$ cat src/rtl/cu_pkg.sv
// Shared encodings for the control unit: opcodes, FSM state codes, accumulator
// source selects and the bundle of datapath control strobes.
package cu_pkg;

   // Opcode field values as seen in IR[2:0]
   localparam logic [2:0] OpLoad  = 3'b000;
   localparam logic [2:0] OpStore = 3'b001;
   localparam logic [2:0] OpAdd   = 3'b010;
   localparam logic [2:0] OpSub   = 3'b011;
   localparam logic [2:0] OpInput = 3'b100;
   localparam logic [2:0] OpJz    = 3'b101;
   localparam logic [2:0] OpJpos  = 3'b110;
   localparam logic [2:0] OpHalt  = 3'b111;

   // Accumulator source selects
   localparam logic [1:0] AselAlu = 2'b00;
   localparam logic [1:0] AselIn  = 2'b01;
   localparam logic [1:0] AselRam = 2'b10;

   // 4-bit state codes, exported on the State debug port
   typedef enum logic [3:0] {
      StStart  = 4'd0,
      StFetch  = 4'd1,
      StDecode = 4'd2,
      StLoad   = 4'd3,
      StStore  = 4'd4,
      StAdd    = 4'd5,
      StSub    = 4'd6,
      StInput  = 4'd7,
      StInwait = 4'd8,
      StJz     = 4'd9,
      StJpos   = 4'd10,
      StHalt   = 4'd11
   } state_t;

   // Datapath control strobes produced by the decoder
   typedef struct packed {
      logic       irload;
      logic       pcload;
      logic       jmpmux;
      logic       meminst;
      logic       memwr;
      logic       aload;
      logic       sub;
      logic [1:0] asel;
      logic       halt;
   } ctrl_t;

   // Execute state selected by an opcode in DECODE
   function automatic state_t op_to_state(input logic [2:0] op);
      case (op)
         OpLoad:  return StLoad;
         OpStore: return StStore;
         OpAdd:   return StAdd;
         OpSub:   return StSub;
         OpInput: return StInput;
         OpJz:    return StJz;
         OpJpos:  return StJpos;
         default: return StHalt;
      endcase
   endfunction

endpackage

$ cat src/rtl/cu_decode.sv
// Combinational map from the current state (plus Enter and the accumulator
// flags for the Mealy strobes) to the datapath control strobes.
module cu_decode
   import cu_pkg::*;
(
   input  state_t i_state,
   input  logic   i_enter,
   input  logic   i_aeq0,
   input  logic   i_apos,
   output ctrl_t  o_ctrl
);

   // Decode strobes; everything defaults low so START, INWAIT and unused codes emit nothing
   always_comb begin
      o_ctrl = '0;
      case (i_state)
         StFetch: begin
            // JMPmux stays 0 so the PC increments
            o_ctrl.irload = 1'b1;
            o_ctrl.pcload = 1'b1;
         end
         StDecode: begin
            o_ctrl.meminst = 1'b1;
         end
         StLoad: begin
            o_ctrl.meminst = 1'b1;
            o_ctrl.asel    = AselRam;
            o_ctrl.aload   = 1'b1;
         end
         StStore: begin
            o_ctrl.meminst = 1'b1;
            o_ctrl.memwr   = 1'b1;
         end
         StAdd: begin
            o_ctrl.meminst = 1'b1;
            o_ctrl.asel    = AselAlu;
            o_ctrl.aload   = 1'b1;
         end
         StSub: begin
            o_ctrl.meminst = 1'b1;
            o_ctrl.asel    = AselAlu;
            o_ctrl.aload   = 1'b1;
            o_ctrl.sub     = 1'b1;
         end
         StInput: begin
            // Accumulator captures data_in during the cycle the operator strobes Enter
            o_ctrl.asel  = AselIn;
            o_ctrl.aload = i_enter;
         end
         StJz: begin
            o_ctrl.jmpmux = 1'b1;
            o_ctrl.pcload = i_aeq0;
         end
         StJpos: begin
            o_ctrl.jmpmux = 1'b1;
            o_ctrl.pcload = i_apos;
         end
         StHalt: begin
            o_ctrl.halt = 1'b1;
         end
         default: ;
      endcase
   end

endmodule

$ cat src/rtl/control_unit.sv
// Control unit FSM for the simple accumulator CPU: fetch, decode and execute
// sequencing, with operator-paced input and a sticky halt.
module control_unit
   import cu_pkg::*;
#(
   parameter int unsigned ENTER_RELEASE = 1
) (
   input  logic       Clock,
   input  logic       Reset,
   input  logic       Enter,
   input  logic [2:0] IR,
   input  logic       Aeq0,
   input  logic       Apos,
   output logic       IRload,
   output logic       PCload,
   output logic       JMPmux,
   output logic       Meminst,
   output logic       MemWr,
   output logic       Aload,
   output logic       Sub,
   output logic [1:0] Asel,
   output logic       Halt,
   output logic [3:0] State
);

   state_t r_state;
   ctrl_t  w_ctrl;

   // State register and transitions; Enter only matters in INPUT and INWAIT
   always_ff @(posedge Clock or posedge Reset) begin
      if (Reset) begin
         r_state <= StStart;
      end else begin
         case (r_state)
            StStart:  r_state <= StFetch;
            StFetch:  r_state <= StDecode;
            StDecode: r_state <= op_to_state(IR);
            StLoad, StStore, StAdd, StSub, StJz, StJpos: begin
               r_state <= StFetch;
            end
            StInput: begin
               if (Enter) begin
                  r_state <= (ENTER_RELEASE != 0) ? StInwait : StFetch;
               end
            end
            StInwait: begin
               if (!Enter) begin
                  r_state <= StFetch;
               end
            end
            StHalt:   r_state <= StHalt;
            default:  r_state <= StStart;
         endcase
      end
   end

   // Strobes decode straight from the state register so reset clears them asynchronously
   cu_decode u_decode (
      .i_state (r_state),
      .i_enter (Enter),
      .i_aeq0  (Aeq0),
      .i_apos  (Apos),
      .o_ctrl  (w_ctrl)
   );

   assign IRload  = w_ctrl.irload;
   assign PCload  = w_ctrl.pcload;
   assign JMPmux  = w_ctrl.jmpmux;
   assign Meminst = w_ctrl.meminst;
   assign MemWr   = w_ctrl.memwr;
   assign Aload   = w_ctrl.aload;
   assign Sub     = w_ctrl.sub;
   assign Asel    = w_ctrl.asel;
   assign Halt    = w_ctrl.halt;
   assign State   = r_state;

endmodule

$ cat config.mk
export PLATFORM = sky130hd
export DESIGN_NAME = control_unit
export DESIGN_NICKNAME = d
export VERILOG_FILES = /design/src/rtl/cu_pkg.sv /design/src/rtl/cu_decode.sv /design/src/rtl/control_unit.sv
export SDC_FILE = /design/constraint.sdc
export NUM_CORES = 1
export LEC_CHECK = 0
export BUFFER_PORTS_ARGS = -buffer_cell sky130_fd_sc_hd__buf_2
export CAP_MARGIN = 25
export CORE_AREA = 5 5 42 44
export DETAILED_ROUTE_END_ITERATION = 12
export DIE_AREA = 0 0 47 49
export PLACE_DENSITY = 0.66
export SETUP_SLACK_MARGIN = 0.2
export SYNTH_ARGS = -nofsm -noshare
export SYNTH_HDL_FRONTEND = slang
export SYNTH_SLANG_ARGS = --single-unit
$ cat constraint.sdc
create_clock -name Clock -period 1.4 [get_ports Clock]
set_input_delay 0.21 -clock Clock [delete_from_list [all_inputs] [get_ports Clock]]
set_output_delay 0.21 -clock Clock [all_outputs]
set_load 0.02 [all_outputs]
== After elaboration in Yosys (flattened, before gate mapping) ==
Index checks and enable logic that the tools add are counted.
Word-level totals
  output and inout bits: 14
  bits of input ports: 8
  register bits after elaboration: 4
  word-level logic and storage cells: 40
Cells by class
  mux-type cells: 13
  reduce and logical (&&, ||, !) cells: 7
  equal/unequal tests: 19
Operators with widths (number)
  case mux 4 bit (7 select lines): 1
  case mux 4 bit (6 select lines): 1
  equality test 4 x 3 -> 1 bit (second input constant): 4
  equality test 4 bit (second input constant): 4
  equality test 3 bit (second input constant): 3
  equality test 4 x 2 -> 1 bit (second input constant): 2
  2-to-1 mux 4 bit: 2
  OR reduction 7 bit: 1
  equality test 3 x 2 -> 1 bit (second input constant): 2
  2-to-1 mux 1 bit: 6
  OR reduction 5 bit: 1
  equality test 4 x 1 -> 1 bit (second input constant): 1
  zero test 4 bit: 1
  != test 2 bit (second input constant): 2
  case mux 2 bit (2 select lines): 1
  equality test 3 x 1 -> 1 bit (second input constant): 1
  zero test 3 bit: 1
  case mux 1 bit (3 select lines): 1
  OR reduction 3 bit: 1
  case mux 1 bit (2 select lines): 1
  AND reduction 2 bit: 1
  OR reduction 2 bit: 1

== Logic depth before layout (Yosys ltp) ==
  depth after elaboration: 3
  depth in mapped cells: 5
  depth with buffers taken out: 3

== Cells and area by module ==
Synthesis repeated with hierarchy kept, for this count alone.
Second synthesis, totals
  cells, all modules: 61
  area total of the unflattened synthesis: 518.0 um^2
By module, submodules not included
  control_unit: instances 1, cells each 36, area each 327.8 um^2, seq. area each 100.1 um^2
  cu_decode: instances 1, cells each 25, area each 190.2 um^2, seq. area each 0.0 um^2

== Worst setup path before layout ==
Ideal clock, no wire load.
  kind: reg2out
  start point: register r_state[2] (netlist: State[2])
  end point: output port Aload
  path buffers: 2
  cell stages (with the launch flop): 5
  required time: 1.190 ns
  arrival time: 1.611 ns
  setup slack: -0.421 ns
  cell sequence: dfrtp_1 > buf_2 > buf_2 > nor2_1 > nor4_1
Between the ends
  word-level cells in the longest chain between the ends: 3
  elaborated cells on any way between the ends: 6
  those cells by class: eq/ne (4); mux (1); reduce/logical (1)
Ends and longest elaborated chain
  from (decl): line control_unit.sv:26  | state_t r_state;
  from (signal assigned): line control_unit.sv:32  | r_state <= StStart;
  from (signal assigned): line control_unit.sv:35  | StStart: r_state <= StFetch;
  from (signal assigned): line control_unit.sv:36  | StFetch: r_state <= StDecode;
  equality test 4 x 3 -> 1 bit / equality test 4 x 2 -> 1 bit (equally long branches): line cu_decode.sv:16  | case (i_state)
  OR reduction 3 bit (no line)
  case mux 1 bit (2 select lines) *: line cu_decode.sv:16
  to (decl): line control_unit.sv:19  | output logic Aload,
Every way passes the cells marked *; elsewhere a longest branch is shown, timed or not.

== Worst setup path in the final report ==
  start point: register r_state[0] (netlist: State[0])
  end point: output port MemWr
Between the ends
  word-level cells in the longest chain between the ends: 2
Ends and longest elaborated chain
  equality test 4 x 3 -> 1 bit: line cu_decode.sv:16
  2-to-1 mux 1 bit: line cu_decode.sv:16
  to (decl): line control_unit.sv:18  | output logic MemWr,
No other way between the ends.

==> results by group <==
Power and ir drop
  – Gate power share: 0.847
  – Sw power: 1.245 mW
  – Leak: 0.4953 nW
  – Pwr/cell area: 2380 nW/µm²
  – Power, Total: 2.793 mW
  – Clock network fraction of design power: 0.060
  – Max rail drop VDD: 0.001327 V
  – P_int: ~1.5 mW
  – Sw Ratio: 0.4459
  – Sequential share of power: 0.094

Cells and area
  – Final Util: 0.8375
  – Area of the multi-input gates: around 530 µm²
  – Area Growth Syn to Fin: 160.6%
  – Diodes inserted: 0
  – Final non-filler cell total: 129
  – Largest register FFs: 4
  – Register area: around 110 µm²
  – Final Cell Area: 1174 µm²
  – # nets final: approximately 120
  – Fillers: 72
  – Layout cells sized above 1: 0.7611

Timing
  – TNS Setup: -1.483 ns
  – RSZ-0062 raised after global routing: yes
  – Hold_ws: 0.3568 ns
  – Final WS setup: -0.1535 ns
  – Clk_skew: a little under 0.009 ns
  – Max-slew headroom: 0.6927
  – Final setup vio count: 13
  – Final Hold Fails: 0
  – Minimum clock period: 1.554 ns
  – Max-slew violation count: 0
  – Fmax: 643.7 MHz
  – Final Cycle Share: 1.110
  – Worst slew pin tran: 0.4547 ns

Critical path
  – FF-to-FF setup slack: -0.12 ns
  – Setup crit end kind: output port
  – Critical path, cell by cell: buf_6 -> buf_6 -> nor4b_4 -> buf_4
  – Req. time, crit path: ~1.2 ns
  – Critical path launch point type: register
  – RR Endpoint: State[0]
  – Crit Path Max Fanout: 5
  – Worst Path Arrival: 1.34 ns
  – Peak per-stage delay on the critical path: 0.42 ns
  – WS Path Type: register to output port
  – RR Startpoint: State[2]
  – Critical path's slowest cell: dfrtp_2
  – R2R cell count: 4
  – Most used cell, CP: buf_6

Synth
  – Net count after synthesis: a little under 70
  – Distinct cell type count of the synthesized netlist: 27
  – Post-synthesis sequential area ratio: 0.2222
  – Ys Warns: 0
  – Post-synth EDFFs: 0
  – Mapped Area: between 400 and 500 µm²
  – Flops & latches, synth: 4
  – Synth Flop Type: dfrtp_1
  – Avg Synthesized Cell Area: 7.384 µm²
  – Synthesized instance count: 61
  – FFs w/ async S/R, synth: 1.000

Status
  – Status: finished with violations
  – Violations in the final reports: negative setup slack

Placed design
  – Routability congestion estimate: 0.8083
  – Pre-CTS setup slack: -0.03788 ns
  – Placed cell areas: 730.7 µm²
  – Post-Place Cells: 102
  – Detailed placer's ending HPWL: 1066 µm
  – I/O Buffers: 21

Die
  – Row count: 14
  – Die X-Extent: 47 µm
  – Core area: approximately 1400 µm²
  – Die ar.: about 2300 µm²
  – Die Y: 49 µm
  – Initial Util: 0.3214
  – # IOs: 22

Clocking
  – Clk_lat worst skew: 0.26 ns
  – Root Driver: clkbuf_4
  – CTS clk-pin slew, worst paths: ~0.050 ns
  – CTS tree: built
  – Max clock buf depth: 2
  – # H-tree levels: 1
  – Clock sinks: 4
  – Total CTS buffers: 3

Global routing
  – Vias in the first global route: 626
  – GRT met1 Usage: 0.1991
  – Grt met2 use: 0.2602
  – GR Util All Layers: 0.1595
  – Met3 Resource Use GR: 0.03690
  – Congestion Overflow GR: 0
  – Gr busiest metal: met2
  – Pin count of the biggest net entering global routing: 12
  – First-pass GRT wire length: 2725 µm
  – Initial antenna violation count: 0

Routing
  – DR vias: 709
  – Antenna viol nets, final: 0
  – Drt pass-1 iters: 4
  – Wirelength, routed: approximately 2200 µm
  – DRT iter0 DRCs: 13
  – DRC: 0
  – Average wire per standard cell: 16.97 µm
  – Vias per cell: 5.496

Worst hold path
  – Hold crit path type: primary input to register
  – Min-Delay Startpoint: Enter
  – Hold Path Depth: 2
  – Hold Path Sink: State[3]

Flow run
  – Max Cap Violations: 0
-- metal layers --
metal  vias up  routed length (µm)
met1       340                 857
met2        27                1124
met4         0                  66
met3         9                 141
met5         -                   0
li1        333                   -
-- cell families (layout without fill, tap and decap cells) --
logic type / Yosys count / count (layout) / share of synthesized area
AO/OA/AOI/OAI: 11 / 11 / 0.1583
XOR/XNOR: 1 / 1 / 0.01945
buffers and inverters: 6 / 58 / 0.06387
flip-flops: 4 / 4 / 0.2222
AND/OR/NAND/NOR: 39 / 39 / 0.5361
-- worst max-delay path by stage --
stage	from	to	cells after the start
detailed placement	State[0]	State[1]	2
floorplan	State[2]	Aload	4
global placement	State[0]	State[1]	2
CTS	State[0]	MemWr	4
global route	State[1]	Aload	5
finish	State[0]	MemWr	4
-- layout by cell type (no fill, tap or decap), types with 2 or more instances in the layout --
cell,instances
buf_4,21
nand3b_1,3
o31ai_2,2
o21ai_0,2
buf_2,8
or3_1,2
nand3_1,2
nor3_2,2
buf_12,2
a21oi_2,2
nor3b_4,2
nor2_4,4
clkbuf_4,3
buf_6,22
nand2_1,3
nor3_4,2
dfrtp_2,4
nand2b_1,3
-- synthesized netlist by cell type (2+ instances only) --
| library cell | instances | area share |
|---|---|---|
| nor2_1 | 5 | 0.042 |
| or3_1 | 2 | 0.028 |
| o31ai_1 | 3 | 0.050 |
| dfrtp_1 | 4 | 0.22 |
| nand2_1 | 4 | 0.033 |
| nor3_1 | 5 | 0.056 |
| a21oi_1 | 4 | 0.044 |
| buf_2 | 5 | 0.056 |
| nand3b_1 | 3 | 0.050 |
| nand2b_1 | 4 | 0.056 |
| nand3_1 | 2 | 0.022 |
| nor3b_1 | 3 | 0.050 |
| o21ai_0 | 2 | 0.022 |
| nor2b_1 | 2 | 0.028 |
-- timing repair --
| item | 4_1_cts | 5_1_grt |
|---|---|---|
| cloned | 0 | 0 |
| gates resized for setup | 32 | 31 |
| setup buffers | 13 | 10 |
| endpoints found under the setup margin | 16 | 17 |
| endpoints found under the hold margin | 4 | 0 |
| pin swaps | 5 | 9 |
| hold buffers | 1 | 0 |
-- final cells by class --
| class | instances | area share |
|---|---|---|
| Timing Repair Buffer | 54 | 0.4222 |
| Multi-Input combinational cell | 51 | 0.4488 |
| Sequential cell | 4 | 0.08955 |
| Clock buffer | 3 | 0.01919 |
| Inverter | 1 | 0.003198 |
| Tap cell | 16 | 0.01706 |
-- power by group through the flow --
| stage | logic (mW) | clock network (mW) | registers (mW) |
|---|---|---|---|
| 6_report | 2.36 | 0.167 | 0.262 |
| 5_1_grt | 2.49 | 0.184 | 0.270 |
| 4_1_cts | 1.81 | 0.150 | 0.265 |
| 3_5_place_dp | 1.20 | 0 | 0.363 |
| 3_3_place_gp | 1.19 | 0 | 0.361 |
| 2_1_floorplan | 0.949 | 0 | 0.308 |
-- critical path, delay by kind of cell (launching register included) --
family	cells	cell delay, ns
buffers and inverters	3	0.43
flip-flops	1	0.42
AND/OR/NAND/NOR	1	0.23
(Power assumes the default switching activity.)
